==> src/rtl/usb_pkg.sv <==
// rtl/usb_pkg.sv - shared types and constants for the USB TX packetizer
package usb_pkg;

    // Packet phases, in transmit order.
    typedef enum logic [2:0] {
        ST_IDLE   = 3'd0,
        ST_SYNC   = 3'd1,
        ST_PID    = 3'd2,
        ST_DATA   = 3'd3,
        ST_CRC_LO = 3'd4,
        ST_CRC_HI = 3'd5,
        ST_DRAIN  = 3'd6
    } usb_tx_state_e;

    // SYNC pattern 0000_0001 sent LSB-first appears as 8'h80 on the byte bus.
    localparam logic [7:0]  SYNC_BYTE    = 8'h80;
    localparam logic [15:0] CRC16_INIT   = 16'hFFFF;
    localparam logic [15:0] CRC16_POLY_R = 16'hA001;

    localparam logic [3:0] PID_OUT   = 4'h1;
    localparam logic [3:0] PID_IN    = 4'h9;
    localparam logic [3:0] PID_SETUP = 4'hD;
    localparam logic [3:0] PID_DATA0 = 4'h3;
    localparam logic [3:0] PID_DATA1 = 4'hB;
    localparam logic [3:0] PID_ACK   = 4'h2;
    localparam logic [3:0] PID_NAK   = 4'hA;
    localparam logic [3:0] PID_STALL = 4'hE;

    // The PID byte carries its own check nibble in the upper half.
    function automatic logic [7:0] pid_byte(input logic [3:0] p);
        return {~p, p};
    endfunction

endpackage

==> src/rtl/usb_crc16_byte.sv <==
// rtl/usb_crc16_byte.sv - combinational one-byte step of the USB CRC16
//
// Ports:
//   crc_in  [15:0]  running CRC before this byte
//   byte_in [7:0]   byte to fold in, bit 0 first on the wire
//   crc_out [15:0]  running CRC after this byte
module usb_crc16_byte
    import usb_pkg::*;
(
    input  logic [15:0] crc_in,
    input  logic [7:0]  byte_in,
    output logic [15:0] crc_out
);

    logic [15:0] acc;

    // Reflected form: the whole byte is folded into the low end up front,
    // then eight shift-right steps apply the reversed polynomial.
    always_comb begin
        acc = crc_in ^ {8'h00, byte_in};
        for (int i = 0; i < 8; i++) begin
            if (acc[0]) begin
                acc = (acc >> 1) ^ CRC16_POLY_R;
            end else begin
                acc = acc >> 1;
            end
        end
        crc_out = acc;
    end

endmodule

==> src/rtl/usb_tx_packetizer.sv <==
// rtl/usb_tx_packetizer.sv - builds SYNC/PID/payload/CRC16 byte stream for the TX serializer
//
// Ports:
//   clk          system clock
//   n_rst        asynchronous active-low reset
//   start        1-cycle request to send a packet (ignored while busy)
//   pid [3:0]    PID nibble, sent as {~pid, pid}
//   handshake    with start: send SYNC+PID only
//   byte_count   with start: payload length, clamped to MAX_BYTES
//   fifo_rdata   TX FIFO head byte (show-ahead)
//   fifo_empty   TX FIFO empty
//   fifo_read    pop of the FIFO head, same cycle as the consuming load
//   load_enable  serializer has taken the byte on data
//   data [7:0]   byte presented to the serializer
//   sending      packet in flight, including shift-out of the last byte
//   busy         FSM not idle
//   done         1-cycle pulse, packet fully shifted out
//   underrun     1-cycle pulse, FIFO empty when a payload byte was needed
module usb_tx_packetizer
    import usb_pkg::*;
#(
    parameter  int MAX_BYTES = 64,
    localparam int CW        = $clog2(MAX_BYTES + 1)
) (
    input  logic          clk,
    input  logic          n_rst,
    input  logic          start,
    input  logic [3:0]    pid,
    input  logic          handshake,
    input  logic [CW-1:0] byte_count,
    input  logic [7:0]    fifo_rdata,
    input  logic          fifo_empty,
    output logic          fifo_read,
    input  logic          load_enable,
    output logic [7:0]    data,
    output logic          sending,
    output logic          busy,
    output logic          done,
    output logic          underrun
);

    localparam logic [2:0] S_IDLE   = ST_IDLE;
    localparam logic [2:0] S_SYNC   = ST_SYNC;
    localparam logic [2:0] S_PID    = ST_PID;
    localparam logic [2:0] S_DATA   = ST_DATA;
    localparam logic [2:0] S_CRC_LO = ST_CRC_LO;
    localparam logic [2:0] S_CRC_HI = ST_CRC_HI;
    localparam logic [2:0] S_DRAIN  = ST_DRAIN;

    logic [2:0]    state;
    logic [3:0]    pid_lat;
    logic          hs_lat;
    logic [CW-1:0] bc_lat;
    logic [CW-1:0] count;
    logic [15:0]   crc;
    logic [15:0]   crc_next;
    logic [CW-1:0] bc_clamped;

    assign bc_clamped = (byte_count > CW'(MAX_BYTES)) ? CW'(MAX_BYTES) : byte_count;
    assign busy       = (state != S_IDLE);

    // Pop is combinational so the FIFO advances on the same edge the byte
    // is consumed; an empty FIFO is never popped (that cycle is an underrun).
    assign fifo_read  = (state == S_DATA) && load_enable && !fifo_empty;

    // CRC covers the byte the serializer just took, i.e. what is on data.
    usb_crc16_byte u_crc (
        .crc_in  (crc),
        .byte_in (data),
        .crc_out (crc_next)
    );

    always_ff @(posedge clk or negedge n_rst) begin
        if (!n_rst) begin
            state    <= S_IDLE;
            data     <= 8'h00;
            sending  <= 1'b0;
            done     <= 1'b0;
            underrun <= 1'b0;
            pid_lat  <= 4'h0;
            hs_lat   <= 1'b0;
            bc_lat   <= '0;
            count    <= '0;
            crc      <= CRC16_INIT;
        end else begin
            done     <= 1'b0;
            underrun <= 1'b0;
            case (state)
                S_IDLE: begin
                    // load_enable is meaningless here and deliberately ignored.
                    if (start) begin
                        pid_lat <= pid;
                        hs_lat  <= handshake;
                        bc_lat  <= bc_clamped;
                        count   <= '0;
                        crc     <= CRC16_INIT;
                        data    <= SYNC_BYTE;
                        sending <= 1'b1;
                        state   <= S_SYNC;
                    end
                end
                S_SYNC: begin
                    if (load_enable) begin
                        data  <= pid_byte(pid_lat);
                        state <= S_PID;
                    end
                end
                S_PID: begin
                    if (load_enable) begin
                        if (hs_lat) begin
                            state <= S_DRAIN;
                        end else if (bc_lat == '0) begin
                            data  <= ~crc[7:0];
                            state <= S_CRC_LO;
                        end else begin
                            data  <= fifo_rdata;
                            state <= S_DATA;
                        end
                    end
                end
                S_DATA: begin
                    if (load_enable) begin
                        if (fifo_empty) begin
                            underrun <= 1'b1;
                            sending  <= 1'b0;
                            data     <= 8'h00;
                            state    <= S_IDLE;
                        end else begin
                            crc   <= crc_next;
                            count <= count + CW'(1);
                            if (count == bc_lat - CW'(1)) begin
                                data  <= ~crc_next[7:0];
                                state <= S_CRC_LO;
                            end else begin
                                data <= fifo_rdata;
                            end
                        end
                    end else begin
                        // Keep tracking the head: it changes one cycle after a
                        // pop, and may arrive late if the FIFO was empty.
                        data <= fifo_rdata;
                    end
                end
                S_CRC_LO: begin
                    if (load_enable) begin
                        data  <= ~crc[15:8];
                        state <= S_CRC_HI;
                    end
                end
                S_CRC_HI: begin
                    if (load_enable) begin
                        state <= S_DRAIN;
                    end
                end
                S_DRAIN: begin
                    // The next load strobe means the last byte has left the
                    // shift register, so the packet is now on the wire.
                    if (load_enable) begin
                        sending <= 1'b0;
                        done    <= 1'b1;
                        data    <= 8'h00;
                        state   <= S_IDLE;
                    end
                end
                default: begin
                    sending <= 1'b0;
                    data    <= 8'h00;
                    state   <= S_IDLE;
                end
            endcase
        end
    end

endmodule

==> config.mk <==
export PLATFORM = sky130hd
export DESIGN_NAME = usb_tx_packetizer
export DESIGN_NICKNAME = d
export VERILOG_FILES = /design/src/rtl/usb_pkg.sv /design/src/rtl/usb_crc16_byte.sv /design/src/rtl/usb_tx_packetizer.sv
export SDC_FILE = /design/constraint.sdc
export NUM_CORES = 1
export LEC_CHECK = 0
export BUFFER_PORTS_ARGS = -buffer_cell sky130_fd_sc_hd__buf_2
export CAP_MARGIN = 20
export CORE_MARGIN = 8
export CORE_UTILIZATION = 62
export DETAILED_ROUTE_END_ITERATION = 12
export GPL_ROUTABILITY_DRIVEN = 0
export PLACE_DENSITY = 0.83
export SLEW_MARGIN = 20
export SYNTH_ARGS = -nofsm -noshare
export SYNTH_HDL_FRONTEND = slang
export SYNTH_HIERARCHICAL = 1
export SYNTH_SLANG_ARGS = --single-unit
export TNS_END_PERCENT = 30
==> constraint.sdc <==
create_clock -name clk -period 6.1 [get_ports clk]
set_clock_uncertainty 0.05 [all_clocks]
set_input_delay 0.305 -clock clk [delete_from_list [all_inputs] [get_ports clk]]
set_output_delay 0.305 -clock clk [all_outputs]
set_load 0.01 [all_outputs]
### Word level (Yosys, flattened, before mapping)

Index checks and enable logic that the tools add are counted.
W data, S select, Z words.

| storage, ports and cells | value |
|---|---|
| logic and storage cells | 109 |
| output and inout port bits | 13 |
| register bits after elaboration | 49 |
| input port bits | 25 |

| operators by class | value |
|---|---|
| reductions and logical operators | 13 |
| add/sub/neg operators | 2 |
| mux-type cells | 50 |
| eq/ne operators | 18 |
| bitwise gates (word level) | 15 |
| $lt $le $gt $ge | 1 |

Operator list:

| cell | number |
|---|---|
| $mux W16 | 11 |
| $mux W8 | 10 |
| $pmux W8 S7 | 1 |
| $mux W3 | 11 |
| $pmux W16 S2 | 1 |
| $mux W7 | 4 |
| $not A2 Y3 | 8 |
| $not A8 Y8 | 3 |
| $pmux W3 S7 | 1 |
| $ne A2 B2 Y1 const B | 10 |
| $xor A16 B8 Y16 | 1 |
| $pmux W7 S2 | 1 |
| $eq A3 B3 Y1 const B | 3 |
| $mux W1 | 9 |
| $reduce_and A8 Y1 | 1 |
| $add A7 B1 Y7 const B | 1 |
| $eq A7 B7 Y1 | 1 |
| $gt A7 B7 Y1 const B | 1 |
| $logic_not A7 Y1 | 1 |
| $reduce_and A7 Y1 | 1 |
| $sub A7 B1 Y7 const B | 1 |
| $eq A3 B2 Y1 const B | 2 |
| $reduce_and A5 Y1 | 1 |
| $not A4 Y4 | 1 |
| 12 further kinds | 14 |

### Longest topological paths before layout

| depth | value |
|---|---|
| word-level depth | 22 |
| depth in mapped cells | 9 |
| mapped depth without buffers | 8 |

### Modules after synthesis

Netlist, hierarchy kept.

Modules (own cells, without submodules):

| module | cells an instance | instances | seq. area each (sq um) | area an instance (sq um) |
|---|---|---|---|---|
| usb_tx_packetizer | 292 | 1 | 1246.2 | 2708.8 |
| usb_crc16_byte | 29 | 1 | 0.0 | 284.0 |

### Worst setup path before layout

OpenSTA, ideal clock, no wires.

| timing path | value |
|---|---|
| path type | reg-to-reg |
| start | register bc_lat[0] |
| end | register data[5] |
| period minus slack after synthesis | 2.318 ns |
| library setup time | 0.126 ns |
| setup slack | 3.782 ns |
| required time | 5.924 ns |
| arrival | 2.142 ns |
| buffers on the path | 1 |
| stages on the path, launching flop included | 10 |
| path through | dfrtp_1 > inv_1 > ha_1 > o21ba_2 > a221oi_1 > a41oi_1 > a2111oi_4 > buf_6 > mux2i_1 > a221o_1 |

| on the way | value |
|---|---|
| longest elaborated chain between the ends | 6 |
| elaborated cells between the ends (all ways) | 10 |
| those cells by class | 1 x add/sub; 1 x eq/ne; 7 x mux; 1 x reduce/logical |

Ends and longest elaborated chain:

| item | RTL line | RTL |
|---|---|---|
| start: declaration | usb_tx_packetizer.sv:53 | `logic [CW-1:0] bc_lat;` |
| start signal: assignment | usb_tx_packetizer.sv:94 | `bc_lat <= bc_clamped;` |
| $sub A7 B1 Y7 | usb_tx_packetizer.sv:131 | `if (count == bc_lat - CW'(1)) begin` |
| $eq A7 B7 Y1 | usb_tx_packetizer.sv:131 |  |
| $mux W8 | usb_tx_packetizer.sv:131 |  |
| $mux W8 | usb_tx_packetizer.sv:123 | `if (fifo_empty) begin` |
| $mux W8 | usb_tx_packetizer.sv:122 | `if (load_enable) begin` |
| $pmux W8 S7 * | usb_tx_packetizer.sv:88 | `case (state)` |
| end signal: assignment | usb_tx_packetizer.sv:132 | `data <= ~crc_next[7:0];` |
| end signal: assignment | usb_tx_packetizer.sv:135 | `data <= fifo_rdata;` |
| end signal: assignment | usb_tx_packetizer.sv:141 | `data <= fifo_rdata;` |
| end: declaration | usb_tx_packetizer.sv:35 | `output logic [7:0] data,` |

Mark *: on every way between the ends. The rest lies on a longest branch, timed or not. The select of a mux whose other input is x is not followed.
A chain may end at the register's enable or synchronous reset.

### Worst setup path after layout

| timing path | value |
|---|---|
| start | register bc_lat[0] |
| end | register data[6] |

Same word-level chain as after synthesis.

==> summary.md <==
| Metric | Value |
|---|---|
| Critical-path cell list | `inv_1 -> ha_1 -> o21ba_2 -> a221oi_1 -> a41oi_1 -> a2111oi_4 -> mux2i_1 -> a221o_1` |
| Yosys warning count | `6` |
| Crit-path leading delay family | `compound AO/OA/AOI/OAI gates` |
| Core ar. | `4692 µm²` |
| DP Worst Slack | `3.237 ns` |
| Tot GR Track Use | `20.72%` |
| Row count | `25` |
| Count leader, synth | `nand2_1` |
| Final hold vios | `0` |
| WL/cell | `18.10 µm` |
| Sequential fraction of the synthesis area | `41.64%` |
| Residual DRC | `0` |
| Largest net degree at the start of global routing | `50` |
| Post-CTS Hold Buffers | `0` |
| Clock Path Buffers | `2` |
| Layout fillers | `372` |
| Net Count, Synth | `349` |
| Worst path depth | `8` |
| Synthesized area | `2993 µm²` |
| Final Power | `2.056 mW` |
| Clk sinks | `49` |
| Post-CTS setup buffer count | `0` |
| Initial core utilization | `63.79%` |
| Reg-to-reg startpoint | `bc_lat[0]` |
| Crit path arrival time | `3.03 ns` |
| CTS Buf Count | `5` |
| Hold Crit Class | `in -> async` |
| Seq cells post-synth | `49` |
| First-pass GRT wire length | `12.25 mm` |
| Worst slew pin tran | `0.9022 ns` |
| Final hold slack | `0.03380 ns` |
| CP max-delay cell | `a2111oi_4` |
| Synth top cells by count | `nand2_1, dfrtp_1, nor2_1` |
| RR Endpoint | `data[6]` |
| Syn-to-layout area delta | `8.696%` |
| Initial antenna violation count | `0` |
| 1st-iter DRT viols | `241` |
| Status | `complete, no violations` |
| Die X | `85.48 µm` |
| Via density | `6.261` |
| CTS tree | `built` |
| MaxCap Viol Count | `0` |
| Worst path bufs/invs | `1` |
| DRT antenna net count | `0` |
| Critical path launch point type | `register` |
| Setup Viol. Count Final | `0` |
| Root buffer cell | `clkbuf_8` |
| Top-area cell type share of the netlist area | `27.59%` |
| H-tree Lvls | `2` |
| Vias in the first global route | `2525` |
| Detailed Route WL | `7.223 mm` |
| Post-Syn Instances | `321` |
| Cells on worst reg2reg path | `8` |
| Crit. End Element | `register` |
| Total gr overflow | `0` |
| Maximum clock rate | `346.4 MHz` |
| Final Max Tran Viols | `0` |
| IO buf count | `37` |
| Layout cells sized above 1 | `22.03%` |
| Ys flop type | `dfrtp_1` |
| Slew HR | `39.85%` |
| Final worst path period share | `47.33%` |
| Hpwl dp | `4.987 mm` |
| Synth cell types | `51` |
| Via count | `2498` |
| Area leader, netlist | `dfrtp_1` |
| Mapped Avg Cell Area | `9.324 µm²` |
| Leakage | `1.498 nW` |
| CP required | `6.24 ns` |
| Nets | `372` |
| Peak supply drop | `0.3498 mV` |
| Worst-path clk slew | `0.09 ns` |
| Setup CP Type | `reg -> reg` |
| Max FO, Critical Path | `13` |
| IO Pins | `38` |
| Top post-synthesis cells by area | `dfrtp_1, dfstp_2, nand2_1` |
| Async set-reset flop share out of synthesis | `100.0%` |
| RSZ-0062 raised after global routing | `no` |
| Initial DRT Pass Iterations | `5` |
| TNS Setup | `0 ns` |
| CP max stage delay | `0.74 ns` |
| Pwr dens | `632.0 nW/µm²` |
| Final WS setup | `3.213 ns` |
| Reg2Reg Setup Slack | `3.21 ns` |
| CTS resizes | `0` |
| Die area | `7307 µm²` |
| Post-synth EDFFs | `0` |
| Height of the chip | `85.48 µm` |
| Worst-Skew Late Latency | `0.30 ns` |
| Number of diodes | `0` |
| Fin crit period | `2.887 ns` |
worst max-delay path by stage:
stage                     endpoint  slack (ns)      start
after global placement     data[6]        3.34  bc_lat[0]
after CTS                  data[6]        3.22  bc_lat[0]
after detailed placement   data[6]        3.24  bc_lat[0]
final                      data[6]        3.21  bc_lat[0]
after floorplan            data[5]        3.78  bc_lat[0]
after global routing       data[6]        3.00  bc_lat[0]
cell families after synthesis:
kind of cell / count (synthesis) / synth area share, %
compound gates: 87 / 21.66
xor+xnor: 35 / 11.45
fa+ha+maj: 3 / 1.254
buf+inv: 42 / 6.396
flops: 49 / 41.64
mux: 4 / 1.338
simple gates: 101 / 16.26
cell usage in the layout (no fill, tap or decap), types with 2 or more instances in the layout:
master	n
a221o_1	3
o31ai_1	3
a31oi_1	4
dfrtp_1	33
buf_4	2
o22a_1	15
nand2_1	40
xnor2_1	17
and3_1	3
nand4b_1	2
and2_1	2
nor2_1	21
dfstp_2	16
nor2b_1	2
a31o_2	3
clkbuf_8	5
ha_1	3
buf_2	37
or2_2	3
a21oi_1	11
o22ai_1	4
a2bb2oi_1	7
mux2i_1	4
nor3_1	2
a221oi_1	6
xnor2_2	3
nand2b_1	10
inv_1	18
o21ai_0	18
or3_1	2
xor2_1	14
nand3_1	4
nand3b_1	3
nand4_1	2
a22oi_1	3
where the power goes:
| part | leakage [nW] | internal, mW | total, mW | switching (mW) |
|---|---|---|---|---|
| Sequential | 0.596 | 0.483 | 0.664 | 0.181 |
| Combinational | 0.847 | 0.543 | 1.16 | 0.620 |
| Clock | 0.0552 | 0.122 | 0.229 | 0.107 |
flip-flops by register name, summed over array words and instances, names as in the netlist:
register,flops
bc_lat,7
sending,1
done,1
underrun,1
data,8
count,7
state,3
hs_lat,1
crc,16
pid_lat,4
through the flow:
stage          std cells  utilization [%]  instance area, µm²
6_report             399            69.33                3253
5_1_grt              399            69.33                3253
4_1_cts              399            69.23                3248
3_5_place_dp         391            66.93                3141
3_3_place_gp         391            66.93                3141
2_1_floorplan        321                -                2993
routing by layer:
metal	GRT usage, %	wire (µm)	up-vias
met4	6.529	113	0
met5	0	0	-
li1	-	-	1167
met1	26.75	3164	1211
met2	33.57	3421	105
met3	4.537	524	15
layout make-up:
cell class,instances,area (µm²),share of cell area (%)
Inverter,19,71.32,2.192
Tap cell,54,67.56,2.077
Multi-Input combinational cell,230,1560,47.96
Clock inverter,2,35.03,1.077
Clock buffer,6,72.57,2.231
Timing Repair Buffer,39,200.2,6.154
Sequential cell,49,1246,38.31
No activity file was read; power rests on OpenSTA's default activity.
